### config.mk
export PLATFORM = sky130hd
export DESIGN_NAME = unified_mem_arbiter
export DESIGN_NICKNAME = d
export VERILOG_FILES = /design/src/rtl/unified_mem_arb_pkg.sv /design/src/rtl/unified_mem_arb_pick.sv /design/src/rtl/unified_mem_arbiter.sv
export SDC_FILE = /design/constraint.sdc
export NUM_CORES = 1
export LEC_CHECK = 0
export ABC_AREA = 0
export BUFFER_PORTS_ARGS = -buffer_cell sky130_fd_sc_hd__buf_2
export CAP_MARGIN = 5
export CORE_MARGIN = 5
export CORE_UTILIZATION = 35
export DETAILED_ROUTE_END_ITERATION = 10
export HOLD_SLACK_MARGIN = 0.08
export PLACE_DENSITY = 0.7
export SYNTH_ARGS = -nofsm -noshare
export SYNTH_HDL_FRONTEND = slang
export SYNTH_HIERARCHICAL = 1
export SYNTH_SLANG_ARGS = --single-unit
### constraint.sdc
create_clock -name clk -period 1.86 [get_ports clk]
set_clock_uncertainty 0.1 [all_clocks]
set_input_delay 0.186 -clock clk [delete_from_list [all_inputs] [get_ports clk]]
set_output_delay 0.186 -clock clk [all_outputs]
set_load 0.01 [all_outputs]
### src/rtl/unified_mem_arb_pkg.sv
// Shared types and default widths for the unified instruction/data memory arbiter.
// The optional fetch starvation guard is enabled with UNIFIED_MEM_ARB_STARVE_GUARD_EN.
package unified_mem_arb_pkg;

  localparam int DEF_ADDR_W       = 32;
  localparam int DEF_DATA_W       = 32;
  localparam int DEF_MEM_LATENCY  = 1;
  localparam int DEF_STARVE_LIMIT = 4;

  typedef enum logic [1:0] {
    IDLE = 2'd0,
    WAIT = 2'd1,
    RESP = 2'd2
  } state_t;

  typedef enum logic {
    REQ_IF = 1'b0,
    REQ_DM = 1'b1
  } req_id_t;

endpackage

### src/rtl/unified_mem_arb_pick.sv
// Combinational winner select: data port wins unless the fetch starvation guard fires.
// starve_hit is tied low unless UNIFIED_MEM_ARB_STARVE_GUARD_EN is defined in the top.
module unified_mem_arb_pick
  import unified_mem_arb_pkg::*;
(
  input  logic    if_req,
  input  logic    dm_req,
  input  logic    starve_hit,
  output logic    valid,
  output req_id_t id
);

  // winner selection
  always_comb begin
    valid = if_req | dm_req;
    if (dm_req && !(if_req && starve_hit)) begin
      id = REQ_DM;
    end else begin
      id = REQ_IF;
    end
  end

endmodule

### src/rtl/unified_mem_arbiter.sv
// Single-port fixed-latency memory shared between fetch (if_*) and data (dm_*) ports.
// Define UNIFIED_MEM_ARB_STARVE_GUARD_EN to let a starved fetch override data priority.
module unified_mem_arbiter
  import unified_mem_arb_pkg::*;
#(
  parameter int ADDR_W       = DEF_ADDR_W,
  parameter int DATA_W       = DEF_DATA_W,
  parameter int MEM_LATENCY  = DEF_MEM_LATENCY,
  parameter int STARVE_LIMIT = DEF_STARVE_LIMIT
) (
  input  logic              clk,
  input  logic              reset,
  input  logic              if_req,
  input  logic [ADDR_W-1:0] if_addr,
  output logic              if_gnt,
  output logic              if_rvalid,
  output logic [DATA_W-1:0] if_rdata,
  input  logic              dm_req,
  input  logic              dm_we,
  input  logic [ADDR_W-1:0] dm_addr,
  input  logic [DATA_W-1:0] dm_wdata,
  output logic              dm_gnt,
  output logic              dm_rvalid,
  output logic [DATA_W-1:0] dm_rdata,
  output logic              mem_en,
  output logic              mem_we,
  output logic [ADDR_W-1:0] mem_addr,
  output logic [DATA_W-1:0] mem_wdata,
  input  logic [DATA_W-1:0] mem_rdata,
  output logic              busy
);

  localparam int CNT_W = (MEM_LATENCY > 1) ? $clog2(MEM_LATENCY) : 1;

  state_t           state;
  state_t           state_nxt;
  logic [CNT_W-1:0] cnt;
  logic [CNT_W-1:0] cnt_nxt;
  req_id_t          owner;
  logic             owner_we;
  logic             pick_valid;
  req_id_t          pick_id;
  logic             starve_hit;
  logic             grant;

  unified_mem_arb_pick u_pick (
    .if_req     (if_req),
    .dm_req     (dm_req),
    .starve_hit (starve_hit),
    .valid      (pick_valid),
    .id         (pick_id)
  );

  // RESP doubles as an issue slot so back-to-back accesses need no idle cycle
  assign grant     = (state == IDLE || state == RESP) && pick_valid && !reset;
  assign if_rvalid = (state == RESP) && (owner == REQ_IF) && !reset;
  assign dm_rvalid = (state == RESP) && (owner == REQ_DM) && !reset;
  assign busy      = (state != IDLE);

`ifdef UNIFIED_MEM_ARB_STARVE_GUARD_EN
  localparam int SW = $clog2(STARVE_LIMIT + 1);
  logic [SW-1:0] starve_cnt;

  // saturating count of consecutive denied fetch cycles
  always_ff @(posedge clk) begin
    if (reset || !if_req || if_gnt) begin
      starve_cnt <= '0;
    end else if (starve_cnt < SW'(STARVE_LIMIT)) begin
      starve_cnt <= starve_cnt + 1'b1;
    end else begin
      starve_cnt <= starve_cnt;
    end
  end

  assign starve_hit = (starve_cnt >= SW'(STARVE_LIMIT));
`else
  // the limit only matters when the guard is built in; this is constant low
  assign starve_hit = (STARVE_LIMIT < 0);
`endif

  // memory command and grant decode from the current winner
  always_comb begin
    if_gnt    = 1'b0;
    dm_gnt    = 1'b0;
    mem_en    = 1'b0;
    mem_we    = 1'b0;
    mem_addr  = '0;
    mem_wdata = '0;
    if (grant) begin
      mem_en = 1'b1;
      if (pick_id == REQ_DM) begin
        dm_gnt    = 1'b1;
        mem_we    = dm_we;
        mem_addr  = dm_addr;
        mem_wdata = dm_wdata;
      end else begin
        if_gnt   = 1'b1;
        mem_addr = if_addr;
      end
    end else begin
      mem_en = 1'b0;
    end
  end

  // next-state and latency countdown
  always_comb begin
    state_nxt = state;
    cnt_nxt   = cnt;
    case (state)
      IDLE, RESP: begin
        if (grant) begin
          state_nxt = WAIT;
          cnt_nxt   = CNT_W'(MEM_LATENCY - 1);
        end else begin
          state_nxt = IDLE;
        end
      end
      WAIT: begin
        if (cnt == '0) begin
          state_nxt = RESP;
        end else begin
          cnt_nxt = cnt - 1'b1;
        end
      end
      default: begin
        state_nxt = IDLE;
        cnt_nxt   = '0;
      end
    endcase
  end

  // state, owner and response data registers
  always_ff @(posedge clk) begin
    if (reset) begin
      state    <= IDLE;
      cnt      <= '0;
      owner    <= REQ_IF;
      owner_we <= 1'b0;
      if_rdata <= '0;
      dm_rdata <= '0;
    end else begin
      state <= state_nxt;
      cnt   <= cnt_nxt;
      if (grant) begin
        owner    <= pick_id;
        owner_we <= (pick_id == REQ_DM) && dm_we;
      end
      if (state == WAIT && cnt == '0) begin
        if (owner == REQ_DM) begin
          dm_rdata <= owner_we ? '0 : mem_rdata;
        end else begin
          if_rdata <= mem_rdata;
        end
      end
    end
  end

endmodule

==> run_results.csv, run 1 <==
group,metric,value,unit
die,boundaryPins,268,
synth,syn_nets,544,
synth,synth-main-ff-cell,"dfxtp_1",
detailed_routing,first_pass_iters,4,
synth,synth_area,3870,sq um
die,die_w,115,um
die,rows,38,
run_status,violations,"setup timing",
critical_path,cp-end-kind,"output port",
place,dp_cells,792,
critical_path,arrival,1.60,ns
worst_hold_path,worstHoldPathType,"in2reg",
die,initial_core_util,0.357,
cts,cts_tree,"built",
power,power,3.81,mW
detailed_routing,antenna_left,0,
worst_hold_path,hold_depth,2,
power,irDropWorstVdd,0.000369,V
run,drv_cap,0,
detailed_routing,drt_wl_total,13800,um
detailed_routing,remaining_drc_errors,0,
synth,async_reset_ff_frac,0,
final_layout,nets,832,
place,dp_slack,0.173,ns
final_layout,layout-drive-gt1-share,0.513,
cts,clockBufferDepth,2,
final_layout,fin_cells,844,
power,powerDensity,627,nW/um^2
power,p_leak,2.98,nW
synth,synth_cells,411,
critical_path,rr_worst_depth,4,
timing,fin_ws,-0.0251,ns
critical_path,r2r_start,"state[0]",
global_route,overflow,0,
global_route,grt_max_degree,68,
synth,syn_avg_cell_area,9.42,sq um
critical_path,crit_required,1.57,ns
critical_path,r2r-end,"if_rdata[31]",
synth,synthDistinctLibCells,23,
detailed_routing,wl_per_cell,16.4,um
detailed_routing,post_drt_via_cell_ratio,4.63,
synth,ys_warn_count,6,
cts,clkLatencyLatePin,0.33,ns
worst_hold_path,min_to,"state[1]",
cts,path_clk_slew,0.07,ns
timing,final-hold-violation-count,0,
cts,cts_made_buffers,9,
timing,fmax,0.530,GHz
die,die_y,115,um
timing,maxSlewViolCount,0,
timing,hold_ws,0.0987,ns
worst_hold_path,min-delay-start,"reset",
detailed_routing,vias,3908,
synth,yosysTopAreaCellShare,0.352,
final_layout,n_antenna_cell,0,
run_status,status,"finished with violations",
synth,ys_ff_latch,68,
global_route,grt_pass1_wl,20900,um
timing,rsz0062_at_grt,"true",
timing,period_needed,1.89,ns
die,coreArea,10800,sq um
critical_path,rrSetupSlack,0.41,ns
detailed_routing,drt_iter0_drc,143,
critical_path,worstSetupStartpointType,"register",
final_layout,area_delta_synth_final,57.0,%
global_route,grt_pass1_vias,4172,
cts,clock-root-buffer,"clkbuf_8",
synth,synth_edf_count,0,
critical_path,cp_max_fo,9,
synth,ys_seq_area_frac,0.352,
cts,clock-sinks,68,
global_route,antenna_found_initial,0,
place,dp_hpwl,10500,um
timing,setup_viol,4,
global_route,grt_usage,0.202,
critical_path,worstSetupPathType,"reg2out",
timing,finalCritPeriodShare,1.01,
place,io_buffers,267,
cts,ctsHtreeMaxLevel,3,
die,die-area,13300,sq um
place,finalWeightedCongestion,0.933,
synth,yosysTopAreaCell,"dfxtp_1",
synth,netlist_top_cells_area,"dfxtp_1 (35%), mux2i_1 (25%), nand2b_1 (16%)",
timing,finalSetupTns,-0.0383,ns
## cells by family after synthesis
group	after synthesis	share of synthesized area
AO/OA/AOI/OAI	3	0.00679
multiplexers	96	0.248
flip-flops	68	0.352
other	1	0.000969
AND/OR/NAND/NOR	203	0.332
buffers and inverters	40	0.0601
## how the worst max path moves through the flow
stage,start,endpoint,slack (ns),cells after the start
final,state[0],mem_addr[5],-0.03,4
after floorplan,dm_req,mem_wdata[10],0.39,6
after global placement,if_req,mem_addr[17],0.18,6
after global routing,state[0],mem_addr[16],-0.07,4
after detailed placement,if_req,mem_addr[17],0.17,6
after CTS,state[0],mem_addr[31],-0.0009,4
## final cells by class
cell class                 instances  area [sq um]
clock buffer                      10           128
clock inverter                     6          87.6
fill                             959          4760
inverter                           3          11.3
multi-input combinational        303          2380
sequential                        68          1370
tap                              140           175
timing repair buffer             314          1930
## cell usage after synthesis (2+ instances only)
| cell | number |
|---|---|
| nor4bb_1 | 2 |
| clkbuf_2 | 2 |
| buf_2 | 7 |
| inv_1 | 3 |
| clkbuf_1 | 16 |
| buf_6 | 7 |
| nor2_1 | 33 |
| mux2i_1 | 96 |
| or3b_2 | 32 |
| nand2b_1 | 96 |
| dfxtp_1 | 68 |
| and2_1 | 33 |
| buf_4 | 5 |
| nor3b_1 | 2 |
## where the power goes
part | total, mW | switching, mW | internal, mW | leakage [nW]
combinational | 0.928 | 0.431 | 0.496 | 2.32
sequential | 1.56 | 0.0371 | 1.52 | 0.553
clock | 1.33 | 0.567 | 0.758 | 0.111
total | 3.81 | 1.04 | 2.77 | 2.98
## stage by stage
stage	area, sq um	util
6_report	6080	0.560
5_1_grt	6080	0.560
4_1_cts	5950	0.549
3_5_place_dp	5340	0.492
3_3_place_gp	5340	0.492
2_1_floorplan	3870	-
## flip-flops by register name, summed over array words and instances (netlist names)
| signal | cells |
|---|---|
| state | 2 |
| owner_we | 1 |
| dm_rdata | 32 |
| if_rdata | 32 |
| owner | 1 |
## repair_timing
action | CTS | global route
setup endpoints to repair | 41 | 54
resized for setup | 11 | 32
endpoints found under the hold margin | 33 | 0
pin swaps | 1 | 0
buffers inserted | 1 | 0
hold buffers | 33 | 0
cloned | 1 | 1
## placed cells by master, fill, tap and decap left out, types with 2 or more instances in the layout
cell	netlist	routed
dlygate4sd3_1	0	33
buf_2	7	256
inv_1	3	3
nor2_1	33	12
nor2_4	0	2
and2_4	0	4
mux2i_1	96	96
nand2b_1	96	96
or3b_2	32	32
dfxtp_1	68	67
buf_12	0	5
buf_6	7	7
clkbuf_8	0	9
bufinv_16	0	2
nor2_2	0	19
buf_4	5	11
clkinv_2	0	2
and2_1	33	29
## layer usage
layer,part of all wire,up-vias,track usage
met5,0,-,0
met3,0.076,32,0.0568
li1,-,1920,-
met1,0.38,1795,0.231
met4,0.035,0,0.0869
met2,0.51,161,0.350
## worst max-delay path: stages, from the launching register on
cell       delay [ns]
dfxtp_4          0.36
or3b_4           0.44
clkbuf_16        0.20
nor2_1           0.12
buf_2            0.15
Note: power is estimated with default switching activity, not from simulation.
==> run 2: changes to the inputs <==
--- a/config.mk
+++ b/config.mk
@@ -8,11 +8,14 @@
 export ABC_AREA = 0
 export BUFFER_PORTS_ARGS = -buffer_cell sky130_fd_sc_hd__buf_2
 export CAP_MARGIN = 5
+export CELL_PAD_IN_SITES_DETAIL_PLACEMENT = 0
+export CELL_PAD_IN_SITES_GLOBAL_PLACEMENT = 1
 export CORE_MARGIN = 5
-export CORE_UTILIZATION = 35
+export CORE_UTILIZATION = 29
 export DETAILED_ROUTE_END_ITERATION = 10
 export HOLD_SLACK_MARGIN = 0.08
-export PLACE_DENSITY = 0.7
+export PLACE_DENSITY_LB_ADDON = 0.1
+export SLEW_MARGIN = 20
 export SYNTH_ARGS = -nofsm -noshare
 export SYNTH_HDL_FRONTEND = slang
 export SYNTH_HIERARCHICAL = 1
==> run_results.csv, run 2 (synthesized netlist as in run 1, its figures left out) <==
group,metric,value,unit
detailed_routing,post_drt_via_cell_ratio,4.29,
critical_path,worstSetupStartpointType,"register",
final_layout,top_regs,"dm_rdata x32, if_rdata x32, state x2",
critical_path,critPathLaunch,"state[0]",
cts,ctsHtreeMaxLevel,3,
detailed_routing,antenna_left,0,
cts,cts_made_buffers,9,
place,placed_cell_area,5380,sq um
detailed_routing,wl_met3,987,um
critical_path,cp-end-kind,"output port",
worst_hold_path,min-delay-start,"reset",
detailed_routing,top_layer_used,"met4",
power,irDropWorstVdd,0.000412,V
critical_path,rrSetupSlack,0.42,ns
detailed_routing,dr_wl_met2,6510,um
critical_path,r2r_start,"state[0]",
timing,fin_ws,0.0578,ns
die,die-area,15800,sq um
global_route,grt_usage,0.162,
final_layout,area_delta_synth_final,60.9,%
die,rows,42,
timing,period_needed,1.80,ns
cts,clock-root-buffer,"clkbuf_16",
critical_path,worstSetupPathType,"reg2out",
detailed_routing,drt_wl_total,13200,um
die,die_w,126,um
detailed_routing,drt_iter0_drc,151,
run_status,status,"complete, no violations",
place,finalWeightedCongestion,0.821,
timing,finalCritPeriodShare,0.969,
final_layout,post-route-util,0.472,
cts,clkLatencyLatePin,0.33,ns
die,die_y,126,um
die,initial_core_util,0.293,
detailed_routing,vias,3790,
final_layout,layout-drive-gt1-share,0.496,
timing,finalSetupTns,0,ns
run,drv_cap,0,
final_layout,design_area,6230,sq um
global_route,grt_max_degree,72,
timing,maxSlewViolCount,0,
timing,setup_viol,0,
detailed_routing,remaining_drc_errors,0,
final_layout,n_antenna_cell,0,
global_route,overflow,0,
global_route,grt_pass1_vias,3922,
place,dp_hpwl,10000,um
timing,fmax,0.555,GHz
cts,cts_tree,"built",
detailed_routing,wl_per_cell,14.9,um
critical_path,cp_max_fo,9,
place,io_buffers,267,
final_layout,nets,836,
cts,path_clk_slew,0.06,ns
timing,rsz0062_at_grt,"true",
timing,final-hold-violation-count,0,
critical_path,arrival,1.52,ns
critical_path,crit_required,1.57,ns
power,powerDensity,691,nW/um^2
final_layout,layout.cells.most_common_list,"buf_2 (257), mux2i_1 (96), nand2b_1 (96)",
global_route,antenna_found_initial,0,
cts,clock-sinks,68,
power,p_leak,3.06,nW
cts,clockBufferDepth,2,
detailed_routing,first_pass_iters,4,
global_route,grt_pass1_wl,20500,um
place,dp_slack,0.229,ns
worst_hold_path,worstHoldPathType,"in2reg",
die,coreArea,13200,sq um
die,boundaryPins,268,
final_layout,final_common_cell,"buf_2",
detailed_routing,wl_met1,5280,um
==> run 2: cell count changes in the layout (fill, tap and decap cells not counted), moves of 2 or more <==
cell | before | now
clkbuf_8 | 9 | 1
nor2_1 | 12 | 29
clkbuf_16 | 1 | 10
and2_4 | 4 | 6
and2_1 | 29 | 27
nor2_2 | 19 | 4
nor2_4 | 2 | 0
==> run 2: stage by stage <==
| stage | power, mW | hold WS [ns] | instances |
|---|---|---|---|
| 5_1_grt | 4.51 | 0.240 | 884 |
| 2_1_floorplan | 2.04 | 0.212 | 411 |
| 6_report | 4.31 | 0.216 | 884 |
| 3_3_place_gp | 2.38 | 0.355 | 829 |
| 3_5_place_dp | 2.39 | 0.357 | 829 |
| 4_1_cts | 4.34 | 0.213 | 880 |
==> run 2: critical path: stages (launching register included) <==
cell	delay (ns)
dfxtp_4	0.36
nor4bb_4	0.26
buf_6	0.17
clkbuf_16	0.15
and2_1	0.11
buf_2	0.14
==> run 2: layout make-up <==
type                    instances  area, sq um
flip-flops and latches         68         1370
clock inverters                 6         86.3
multi-input cells             303         2340
inverters                       3         11.3
clock buffers                  10          239
repair buffers                318         1970
well taps                     176          220
fillers                      1280         6960
==> run 2: repair_timing <==
item                       4_1_cts  5_1_grt
setup buffers                    1        3
cloned                           1        1
pin swaps                        1        1
hold buffers                    33        0
setup endpoints to repair       50       52
resized for setup               11       21
hold endpoints to repair        33        0
==> run 2: layer usage <==
metal | global-route usage | vias up
li1 | - | 1934
met5 | 0 | -
met2 | 0.286 | 151
met1 | 0.182 | 1687
met4 | 0.0625 | 0
met3 | 0.0503 | 18
==> run 2: path summary, 6_finish.rpt <==
check	cells past startpoint	to
min reg2reg	2	if_rdata[27]
max reg2reg	6	owner_we
min	3	if_rdata[18]
max	5	mem_wdata[6]
==> run 2: power by group <==
group | total, mW | internal (mW) | leakage [nW] | switching [mW]
Sequential | 1.56 | 1.52 | 0.553 | 0.0351
Combinational | 0.888 | 0.492 | 2.34 | 0.397
Clock | 1.86 | 1.21 | 0.159 | 0.651
==> run 3: changes to the inputs <==
--- a/config.mk
+++ b/config.mk
@@ -5,13 +5,13 @@
 export SDC_FILE = /design/constraint.sdc
 export NUM_CORES = 1
 export LEC_CHECK = 0
-export ABC_AREA = 0
+export ABC_AREA = 1
 export BUFFER_PORTS_ARGS = -buffer_cell sky130_fd_sc_hd__buf_2
 export CAP_MARGIN = 5
 export CELL_PAD_IN_SITES_DETAIL_PLACEMENT = 0
 export CELL_PAD_IN_SITES_GLOBAL_PLACEMENT = 1
 export CORE_MARGIN = 5
-export CORE_UTILIZATION = 29
+export CORE_UTILIZATION = 25
 export DETAILED_ROUTE_END_ITERATION = 10
 export HOLD_SLACK_MARGIN = 0.08
 export PLACE_DENSITY_LB_ADDON = 0.1
==> run_results.csv, run 3 <==
group,metric,value,unit
timing,hold_ws,0.131,ns
place,dp_hpwl,10800,um
critical_path,worstSetupPathType,"reg2out",
power,p_clk_frac,0.404,
power,p_leak,3.73,nW
global_route,grt_pass1_vias,4376,
worst_hold_path,min_to,"owner_we",
power,swShare,0.284,
run_status,violations,"setup timing",
synth,synth_area,3800,sq um
synth,synthDistinctLibCells,20,
cts,cts_tree,"built",
final_layout,final_common_cell,"buf_2",
synth,netlist_top_cells_area,"dfxtp_1 (36%), nand2_1 (23%), nor2_1 (16%)",
detailed_routing,remaining_drc_errors,0,
critical_path,r2r-end,"dm_rdata[3]",
die,initial_core_util,0.253,
detailed_routing,vias,4667,
synth,syn_nets,812,
final_layout,layout-drive-gt1-share,0.335,
die,boundaryPins,268,
synth,synth-main-ff-cell,"dfxtp_1",
die,die_y,133,um
power,seqPwrFrac,0.368,
synth,yosysTopAreaCell,"dfxtp_1",
die,die-area,17800,sq um
detailed_routing,first_pass_iters,4,
cts,clock-sinks,68,
power,p_int,3.10,mW
final_layout,nets,1105,
synth,yosysMostFrequentCell,"nand2_1",
detailed_routing,drt_iter0_drc,209,
die,die_w,133,um
detailed_routing,wl_per_cell,12.7,um
power,p_switching,1.23,mW
power,combPwrFrac,0.228,
worst_hold_path,worstHoldPathType,"in2reg",
timing,maxSlewViolCount,0,
cts,ctsHtreeMaxLevel,3,
place,io_buffers,267,
timing,finalCritPeriodShare,1.01,
cts,path_clk_slew,0.05,ns
synth,synth.cells.most_frequent,"nand2_1 (229), nor2_1 (159), inv_1 (137), dfxtp_1 (68), o21ai_0 (32)",
critical_path,rrSetupSlack,0.53,ns
run_status,status,"finished with violations",
die,coreArea,15000,sq um
synth,yosysTopAreaCellShare,0.358,
critical_path,r2r_start,"state[1]",
synth,ys_ff_latch,68,
final_layout,area_delta_synth_final,61.6,%
worst_hold_path,hold_depth,5,
timing,period_needed,1.88,ns
critical_path,rr_worst_depth,5,
cts,cts_made_buffers,9,
die,rows,45,
run,drv_cap,0,
synth,async_reset_ff_frac,0,
power,powerDensity,704,nW/um^2
global_route,grt_max_degree,65,
synth,synth_edf_count,0,
synth,syn_avg_cell_area,5.60,sq um
cts,clock-root-buffer,"clkbuf_16",
critical_path,worstSetupStartpointType,"register",
critical_path,crit_required,1.57,ns
place,finalWeightedCongestion,0.780,
final_layout,top_regs,"dm_rdata x32, if_rdata x32, state x2",
timing,fin_ws,-0.0151,ns
timing,setup_viol,3,
final_layout,layout.cells.most_common_list,"buf_2 (261), nand2_1 (215), nor2_1 (157)",
cts,clkLatencyLatePin,0.34,ns
timing,rsz0062_at_grt,"true",
global_route,antenna_found_initial,0,
critical_path,arrival,1.59,ns
synth,ys_seq_area_frac,0.358,
detailed_routing,post_drt_via_cell_ratio,4.01,
cts,clockBufferDepth,2,
detailed_routing,antenna_left,0,
global_route,grt_usage,0.160,
critical_path,cp_max_fo,17,
timing,final-hold-violation-count,0,
synth,ys_warn_count,6,
global_route,overflow,0,
timing,finalSetupTns,-0.0325,ns
detailed_routing,drt_wl_total,14800,um
timing,fmax,0.533,GHz
synth,synth_cells,679,
global_route,grt_pass1_wl,22900,um
power,irDropWorstVdd,0.000718,V
final_layout,n_antenna_cell,0,
critical_path,cp-end-kind,"output port",
worst_hold_path,min-delay-start,"dm_we",
==> run 3: cell types whose count changed after synthesis, moves of 32 or more <==
cell / before / now
or3b_2: 32 / 0
nor2_1: 33 / 159
inv_1: 3 / 137
mux2i_1: 96 / 0
o21ai_0: 0 / 32
nand2b_1: 96 / 0
and2_1: 33 / 0
nand2_1: 0 / 229
==> run 3: timing repair <==
item | 4_1_cts | 5_1_grt
resized for setup | 18 | 14
setup buffers | 4 | 3
cloned | 4 | 0
hold endpoints to repair | 35 | 0
endpoints found under the setup margin | 33 | 33
hold buffers | 33 | 0
pin swaps | 11 | 12
==> run 3: critical path: stages (launching register included) <==
cell,delay [ns]
dfxtp_4,0.35
nor2_4,0.10
nand2_4,0.12
nor2_4,0.23
buf_12,0.18
nand2_1,0.06
nand2_1,0.07
buf_2,0.13
==> run 3: cell families after synthesis <==
| family | after synthesis | share of synthesized area |
|---|---|---|
| AO/OA/AOI/OAI | 36 | 0.0474 |
| buffers and inverters | 175 | 0.186 |
| flip-flops | 68 | 0.358 |
| other | 1 | 0.000987 |
| AND/OR/NAND/NOR | 399 | 0.408 |
==> run 3: layout make-up <==
| cell class | instances | area [sq um] |
|---|---|---|
| clock buffer | 12 | 256 |
| clock inverter | 4 | 47.5 |
| fill | 1657 | 8890 |
| inverter | 137 | 514 |
| multi-input combinational | 438 | 1810 |
| sequential | 68 | 1370 |
| tap | 188 | 235 |
| timing repair buffer | 318 | 1910 |
==> run 3: routing by layer <==
layer  track usage  part of all wire
met1         0.177              0.40
met2         0.295              0.51
met3        0.0578             0.072
met4        0.0331             0.013
met5             0                 0
==> run 3: through the flow <==
step                power [mW]  utilization  setup slack [ns]  std cells  instance area [sq um]
floorplan                 2.10            -             0.429        679                   3800
global placement          2.50        0.354             0.281       1107                   5320
detailed placement        2.51        0.354             0.250       1107                   5320
CTS                       4.40        0.407           -0.0614       1164                   6120
global route              4.59        0.408           -0.0937       1165                   6140
finish                    4.32        0.408           -0.0151       1165                   6140
==> run 3: worst max path at each step <==
stage | from | slack [ns] | endpoint
6_report | state[0] | -0.02 | mem_addr[25]
5_1_grt | state[0] | -0.09 | mem_addr[9]
4_1_cts | state[0] | -0.06 | mem_addr[16]
3_5_place_dp | state[0] | 0.25 | mem_addr[13]
3_3_place_gp | state[0] | 0.28 | mem_addr[13]
2_1_floorplan | dm_req | 0.43 | mem_addr[22]
==> run 3: power by group through the flow <==
| stage | registers, mW | logic [mW] | clock network, mW |
|---|---|---|---|
| 6_report | 1.59 | 0.987 | 1.75 |
| 5_1_grt | 1.60 | 1.11 | 1.88 |
| 4_1_cts | 1.59 | 0.992 | 1.82 |
| 3_5_place_dp | 1.63 | 0.881 | 0 |
| 3_3_place_gp | 1.62 | 0.875 | 0 |
| 2_1_floorplan | 1.66 | 0.442 | 0 |
